**src/rtl/tile_seq_pkg.sv**
```systemverilog
// rtl/tile_seq_pkg.sv - shared state, opcode and phase-length definitions for the tile sequencer
package tile_seq_pkg;

  typedef enum logic [2:0] {
    IDLE  = 3'd0,
    CLR   = 3'd1,
    WLOAD = 3'd2,
    COMP  = 3'd3,
    DRAIN = 3'd4,
    INTRA = 3'd5,
    FIN   = 3'd6
  } tile_state_e;

  // Opcodes understood by systolic_array on operation_signal_in
  localparam logic [2:0] OP_IDLE  = 3'd0;
  localparam logic [2:0] OP_LOAD  = 3'd1;
  localparam logic [2:0] OP_COMP  = 3'd2;
  localparam logic [2:0] OP_DRAIN = 3'd3;

  // Cycles spent in a phase; INTRA reports its safety timeout, COMP covers skew fill and flush
  function automatic int phase_len(input tile_state_e st, input int k, input int an, input int am);
    case (st)
      WLOAD:   return an;
      COMP:    return k + an + am - 2;
      DRAIN:   return am;
      INTRA:   return 4 * an * am;
      default: return 1;
    endcase
  endfunction

endpackage

```
**src/rtl/systolic_tile_sequencer_phase_counter.sv**
```systemverilog
// rtl/systolic_tile_sequencer_phase_counter.sv - loadable down-counter with zero flag, reused for every phase
module tile_phase_counter #(
  parameter int WIDTH = 8
) (
  input  logic             clk,
  input  logic             reset,
  input  logic             load,
  input  logic [WIDTH-1:0] load_val,
  output logic [WIDTH-1:0] count,
  output logic             zero
);

  // Load on phase entry, otherwise count down and park at zero
  always_ff @(posedge clk or negedge reset) begin
    if (!reset) begin
      count <= '0;
    end else if (load) begin
      count <= load_val;
    end else if (count != '0) begin
      count <= count - 1'b1;
    end
  end

  assign zero = (count == '0);

endmodule

```
**src/rtl/systolic_tile_sequencer.sv**
```systemverilog
// rtl/systolic_tile_sequencer.sv - GEMM tile control FSM for systolic_system_adv (INTRA copy phase under TILE_SEQ_INTRANET_EN)
module systolic_tile_sequencer
  import tile_seq_pkg::*;
#(
  parameter int ARRAY_N    = 16,
  parameter int ARRAY_M    = 16,
  parameter int ADDR_WIDTH = 10,
  parameter int CNT_WIDTH  = 8,
  parameter int K_MAX      = 64
) (
  input  logic                     clk,
  input  logic                     reset,
  input  logic                     start,
  input  logic [$clog2(ARRAY_N):0] cfg_rows,
  input  logic [$clog2(ARRAY_N):0] cfg_cols,
  input  logic [CNT_WIDTH-1:0]     cfg_k,
  input  logic [ADDR_WIDTH-1:0]    cfg_a_base,
  input  logic [ADDR_WIDTH-1:0]    cfg_w_base,
  input  logic [ADDR_WIDTH-1:0]    cfg_o_base,
  input  logic                     cfg_chain,
  input  logic                     Intra_sig_end,
  output logic                     sa_reset,
  output logic                     a_buf_on,
  output logic                     w_buf_on,
  output logic                     mode,
  output logic                     o_ag_o_on,
  output logic                     Intranet_on,
  output logic                     Intra_sig_start,
  output logic [2:0]               operation_signal,
  output logic [ADDR_WIDTH-1:0]    a_base_addr,
  output logic [ADDR_WIDTH-1:0]    w_base_addr,
  output logic [ADDR_WIDTH-1:0]    o_base_addr,
  output logic [$clog2(ARRAY_N):0] a_num_rows,
  output logic [$clog2(ARRAY_N):0] w_num_cols,
  output logic                     busy,
  output logic                     done,
  output logic                     err
);

`ifdef TILE_SEQ_INTRANET_EN
  // The INTRA timeout is longer than any compute phase, so the shared counter widens to hold it
  localparam int TMO_W = $clog2(4 * ARRAY_N * ARRAY_M) + 1;
  localparam int PC_W  = (TMO_W > CNT_WIDTH) ? TMO_W : CNT_WIDTH;
`else
  localparam int PC_W  = CNT_WIDTH;
`endif

  tile_state_e          state, state_next;
  logic [CNT_WIDTH-1:0] k_q;
  logic [PC_W-1:0]      cnt, cnt_load_val;
  logic                 cnt_load, cnt_zero;
  logic                 bad_cfg, accept;
  logic                 sa_reset_d, a_buf_on_d, w_buf_on_d, mode_d, o_ag_o_on_d;
  logic                 busy_d, done_d, err_d;
  logic [2:0]           op_d;

  assign bad_cfg = (cfg_rows == '0) || (cfg_cols == '0) || (cfg_k == '0) || (int'(cfg_k) > K_MAX);
  assign accept  = (state == IDLE) && start;

  // Every phase reloads the counter with its length minus one on entry
  assign cnt_load     = (state_next != state);
  assign cnt_load_val = PC_W'(phase_len(state_next, int'(k_q), ARRAY_N, ARRAY_M) - 1);

  tile_phase_counter #(.WIDTH(PC_W)) u_phase_cnt (
    .clk      (clk),
    .reset    (reset),
    .load     (cnt_load),
    .load_val (cnt_load_val),
    .count    (cnt),
    .zero     (cnt_zero)
  );

  // State register
  always_ff @(posedge clk or negedge reset) begin
    if (!reset) state <= IDLE;
    else        state <= state_next;
  end

`ifdef TILE_SEQ_INTRANET_EN
  logic chain_q, intranet_on_d, intra_start_d, intra_timeout;
  assign intra_timeout = (state == INTRA) && cnt_zero && !Intra_sig_end;
`endif

  // Next-state: each timed phase exits when its counter has reached zero
  always_comb begin
    state_next = state;
    case (state)
      IDLE:    if (start && !bad_cfg) state_next = CLR;
      CLR:     if (cnt_zero) state_next = WLOAD;
      WLOAD:   if (cnt_zero) state_next = COMP;
      COMP:    if (cnt_zero) state_next = DRAIN;
`ifdef TILE_SEQ_INTRANET_EN
      DRAIN:   if (cnt_zero) state_next = chain_q ? INTRA : FIN;
      INTRA:   if (Intra_sig_end || cnt_zero) state_next = FIN;
`else
      DRAIN:   if (cnt_zero) state_next = FIN;
`endif
      FIN:     state_next = IDLE;
      default: state_next = IDLE;
    endcase
  end

  // Decode the controls for the upcoming cycle so they can be registered on the transition edge
  always_comb begin
    sa_reset_d  = (state_next == CLR);
    w_buf_on_d  = (state_next == WLOAD) || (state_next == COMP);
    mode_d      = (state_next == WLOAD);
    // Activations stream for the first k COMP cycles only; the rest is skew flush
    a_buf_on_d  = (state_next == COMP) &&
                  ((state != COMP) || (int'(cnt) >= ARRAY_N + ARRAY_M - 1));
    o_ag_o_on_d = (state_next == DRAIN);
    busy_d      = (state_next != IDLE) && (state_next != FIN);
    done_d      = (state_next == FIN) || (accept && bad_cfg);
    case (state_next)
      WLOAD:   op_d = OP_LOAD;
      COMP:    op_d = OP_COMP;
      DRAIN:   op_d = OP_DRAIN;
      default: op_d = OP_IDLE;
    endcase
    err_d = err;
    if (accept) err_d = bad_cfg;
`ifdef TILE_SEQ_INTRANET_EN
    else if (intra_timeout) err_d = 1'b1;
    intranet_on_d = (state_next == INTRA);
    intra_start_d = (state_next == INTRA) && (state != INTRA);
`endif
  end

  // Registered control outputs
  always_ff @(posedge clk or negedge reset) begin
    if (!reset) begin
      sa_reset         <= 1'b0;
      a_buf_on         <= 1'b0;
      w_buf_on         <= 1'b0;
      mode             <= 1'b0;
      o_ag_o_on        <= 1'b0;
      operation_signal <= OP_IDLE;
      busy             <= 1'b0;
      done             <= 1'b0;
      err              <= 1'b0;
    end else begin
      sa_reset         <= sa_reset_d;
      a_buf_on         <= a_buf_on_d;
      w_buf_on         <= w_buf_on_d;
      mode             <= mode_d;
      o_ag_o_on        <= o_ag_o_on_d;
      operation_signal <= op_d;
      busy             <= busy_d;
      done             <= done_d;
      err              <= err_d;
    end
  end

  // Configuration is captured once per accepted start and held for the whole tile
  always_ff @(posedge clk or negedge reset) begin
    if (!reset) begin
      a_base_addr <= '0;
      w_base_addr <= '0;
      o_base_addr <= '0;
      a_num_rows  <= '0;
      w_num_cols  <= '0;
      k_q         <= '0;
    end else if (accept) begin
      a_base_addr <= cfg_a_base;
      w_base_addr <= cfg_w_base;
      o_base_addr <= cfg_o_base;
      a_num_rows  <= cfg_rows;
      w_num_cols  <= cfg_cols;
      k_q         <= cfg_k;
    end
  end

`ifdef TILE_SEQ_INTRANET_EN
  // Chain flag and Intra_net handshake outputs
  always_ff @(posedge clk or negedge reset) begin
    if (!reset) begin
      chain_q         <= 1'b0;
      Intranet_on     <= 1'b0;
      Intra_sig_start <= 1'b0;
    end else begin
      if (accept) chain_q <= cfg_chain;
      Intranet_on     <= intranet_on_d;
      Intra_sig_start <= intra_start_d;
    end
  end
`else
  logic unused_intra;
  assign unused_intra    = &{1'b0, cfg_chain, Intra_sig_end};
  assign Intranet_on     = 1'b0;
  assign Intra_sig_start = 1'b0;
`endif

endmodule

```
**config.mk**
```make
export PLATFORM = sky130hd
export DESIGN_NAME = systolic_tile_sequencer
export DESIGN_NICKNAME = d
export VERILOG_FILES = /design/src/rtl/tile_seq_pkg.sv /design/src/rtl/systolic_tile_sequencer_phase_counter.sv /design/src/rtl/systolic_tile_sequencer.sv
export SDC_FILE = /design/constraint.sdc
export NUM_CORES = 1
export LEC_CHECK = 0
export CAP_MARGIN = 15
export CORE_ASPECT_RATIO = 0.8
export CORE_MARGIN = 2
export CORE_UTILIZATION = 45
export CTS_CLUSTER_SIZE = 8
export DETAILED_ROUTE_END_ITERATION = 12
export PLACE_DENSITY = 0.78
export SYNTH_ARGS = -nofsm -noshare
export SYNTH_HDL_FRONTEND = slang
export SYNTH_HIERARCHICAL = 1
export SYNTH_SLANG_ARGS = --single-unit
```
**constraint.sdc**
```tcl
create_clock -name clk -period 3.32 [get_ports clk]
set_input_delay 0.664 -clock clk [delete_from_list [all_inputs] [get_ports clk]]
set_output_delay 0.664 -clock clk [all_outputs]
set_load 0.02 [all_outputs]
```
==> reports/results.tsv <==
metric	value	unit
status	finished, final reports clean	
complex-gate fraction of the synthesized area	0.114	
first-pass GRT wire length	13.0	mm
CP most frequent cell	nor2_1	
clock net sink count	69	
Slew headroom	0.592	
post-route DRC violation count	0	
P_leak	0.00194	µW
gr usage total	0.208	
crit path time final	3.12	ns
detailed placement HPWL	5.66	mm
Pre-Repair DR Iteration Count	5	
Clock Path Buffers	2	
gpl congestion	0.883	
most frequent cells in the layout	clkdlybuf4s50_1, dfrtp_1, mux2_2	
critical path's slowest cell	a2111oi_1	
Syn Std Cell Area	3310	µm²
non-filler cells, final	487	
port buffer count	100	
largest net degree at the start of global routing	44	
synthesis-stage register bit count	69	
n_diodes	0	
Post-layout nets	451	
Combinational Power Share	0.502	
Area Overhead vs Synth	39.8	%
Cells after DPL	471	
clock-pin slew on the worst setup and hold paths	0.08	ns
number of DRC markers in iteration 0	151	
antenna violations before repair	0	
synth top area cells	dfrtp_1, mux2_2, nand2_1, nor2_1, mux2_1	
Final WS setup	0.196	ns
total grt overflow	0	
Core ar.	6990	µm²
fin crit share	0.941	
# IOs	106	
adder-cell share of the synthesized area	0.0114	
most common cell after layout, fill and taps aside	clkdlybuf4s50_1	
CTS tree	yes	
TNS Setup	0	ns
post-synth top area cell	dfrtp_1	
Switching Power	1720	µW
Simple-Gate Fraction of Synth Area	0.126	
Critical Path RT	3.55	ns
top-area cell type share of the netlist area	0.522	
CTS resizes	0	
Starting Density	0.473	
H-tree levels	3	
Sw Share	0.384	
CP Cell Sequence	inv_1 > ha_1 > or3b_4 > nor2_1 > buf_4 > nand2_1 > a21o_1 > a2111oi_1 > a211oi_1 > mux2i_1 > nor2_1 > a221oi_1	
XOR/XNOR Fraction of Synth Area	0.0238	
CTS Hold Bufs	0	
Pwr Density	968	nW/µm²
asr flop ratio synth	1.00	
layout cell share with drive strength beyond 1	0.190	
share of power burned in registers	0.340	
Max-Cap Viols	0	
syn avg cell area	11.4	µm²
via count	2655	
clock power share	0.159	
Die Ht	80.7	µm
ys flop type	dfrtp_1	
worst reg2reg setup slack	0.20	ns
CP Launch Type	register	
Routed Antenna Nets	0	
CTS Buf Count	9	
number of synthesized flops with an enable pin	0	
max-slew violation count	0	
largest family of logic cells by synthesized area	multiplexers	
Worst Tran Pin Value	0.608	ns
vias per cell	5.45	
crit-path max FO	14	
DIE AREA	8060	µm²
Post-CTS Setup Bufs	0	
Ys Warns	6	
vias in the first global route	2705	
average wire per standard cell	15.8	µm
Crit path largest cell delay	0.51	ns
clock skew	0.0134	ns
Final setup viols	0	
Fmax	320	MHz
endpoint class of the critical path	register	
Yosys cell types	60	
mux contribution to synthesized area	0.159	
dpl ws	0.223	ns
Hold Fails Final Rpt	0	
Peak VDD IR	0.477	mV
row count	27	
DIE WIDTH	99.8	µm
unrepaired setup endpoints after global routing	no	
Root Driver	clkbuf_8	
register area share after synthesis	0.522	
Synth Instances	290	
arrival time at the worst endpoint	3.36	ns
final WL	7.71	mm
hold crit path type	primary input to async pin	
Pint	2750	µW
worst skew pair latency	0.34	ns
kind of critical path	register to register	
-- final timing paths --
check / depth (start not counted) / start / endpoint
worst max register to register: 12 / u_phase_cnt/count[0] / u_phase_cnt/count[5]
worst max-delay path: 12 / u_phase_cnt/count[0] / u_phase_cnt/count[5]
max in group asynchronous: 2 / reset / a_num_rows[1]
min in group clk: 1 / err / err
worst min register to register: 1 / err / err
worst min-delay path: 2 / reset / a_base_addr[4]
-- critical path, delay by kind of cell, from the launching register on --
kind | cells | cell delay [ns]
muxes | 1 | 0.18
adders and majority gates | 1 | 0.23
buffers and inverters | 2 | 0.33
and+or+nand+nor | 4 | 0.77
DFF | 1 | 0.43
AOI/OAI and AO/OA | 4 | 1.09
-- power by group through the flow --
stage / registers [µW] / logic (µW) / clock network [µW]
final: 1520 / 2240 / 711
after global routing: 1580 / 2420 / 772
after CTS: 1520 / 2220 / 732
after detailed placement: 1530 / 2200 / 0
after global placement: 1510 / 2160 / 0
after floorplan: 1770 / 1070 / 0
-- cells in the mapped netlist (2+ instances only) --
master    instances
dfrtp_1          69
mux2_2           40
nand2_1          20
nor2_1           16
a21oi_1          11
inv_1            11
o21ai_0          10
buf_2             9
nor3_1            6
xnor2_1           6
mux2_1            5
nand4_1           5
buf_4             4
nand3_1           4
or3_1             4
or4_1             4
ha_1              3
nand2b_1          3
nor3b_1           3
o31ai_1           3
o41ai_1           3
xor2_1            3
a211oi_1          2
a31oi_1           2
a41oi_1           2
clkbuf_1          2
mux2i_1           2
nor3_2            2
nor4_1            2
o211ai_1          2
o21ai_1           2
o22ai_1           2
-- final cells by class --
type                    instances  area, µm²
clock buffers                  13        169
clock inverters                 3       42.5
repair buffers                109       1060
multi-input cells             194       1470
flip-flops and latches         69       1730
fillers                       567       2370
well taps                      87        109
inverters                      12       45.0
-- per-layer routing --
layer / track usage / vias to the layer above / routed length (µm)
li1: - / 1260 / -
met1: 0.266 / 1281 / 3410
met2: 0.330 / 106 / 3580
met3: 0.0879 / 8 / 644
met4: 0.0521 / 0 / 75
met5: 0 / - / 0
-- flip-flops by register name (all words and copies together), names as in the netlist, 2 cells and up --
register,count
o_base_addr,10
w_base_addr,10
k_q,8
w_num_cols,5
state,3
operation_signal,2
a_num_rows,5
a_base_addr,10
u_phase_cnt/count,8
-- stage by stage --
step           power (µW)   util  hold WS [ns]  area, µm²
2_1_floorplan        2840      -         0.368       3310
3_3_place_gp         3660  0.629         0.469       4400
3_5_place_dp         3730  0.629         0.475       4400
4_1_cts              4460  0.659         0.331       4610
5_1_grt              4770  0.661         0.353       4620
6_report             4470  0.661         0.331       4620
-- logic make-up (layout without fill, tap and decap cells) --
logic type,after synthesis,count (layout)
simple gates,78,78
flops,69,69
compound gates,54,54
mux,47,47
buf+inv,29,137
xor+xnor,9,9
fa+ha+maj,3,3
other cells,1,3
Power figures use the tool's default switching activity.
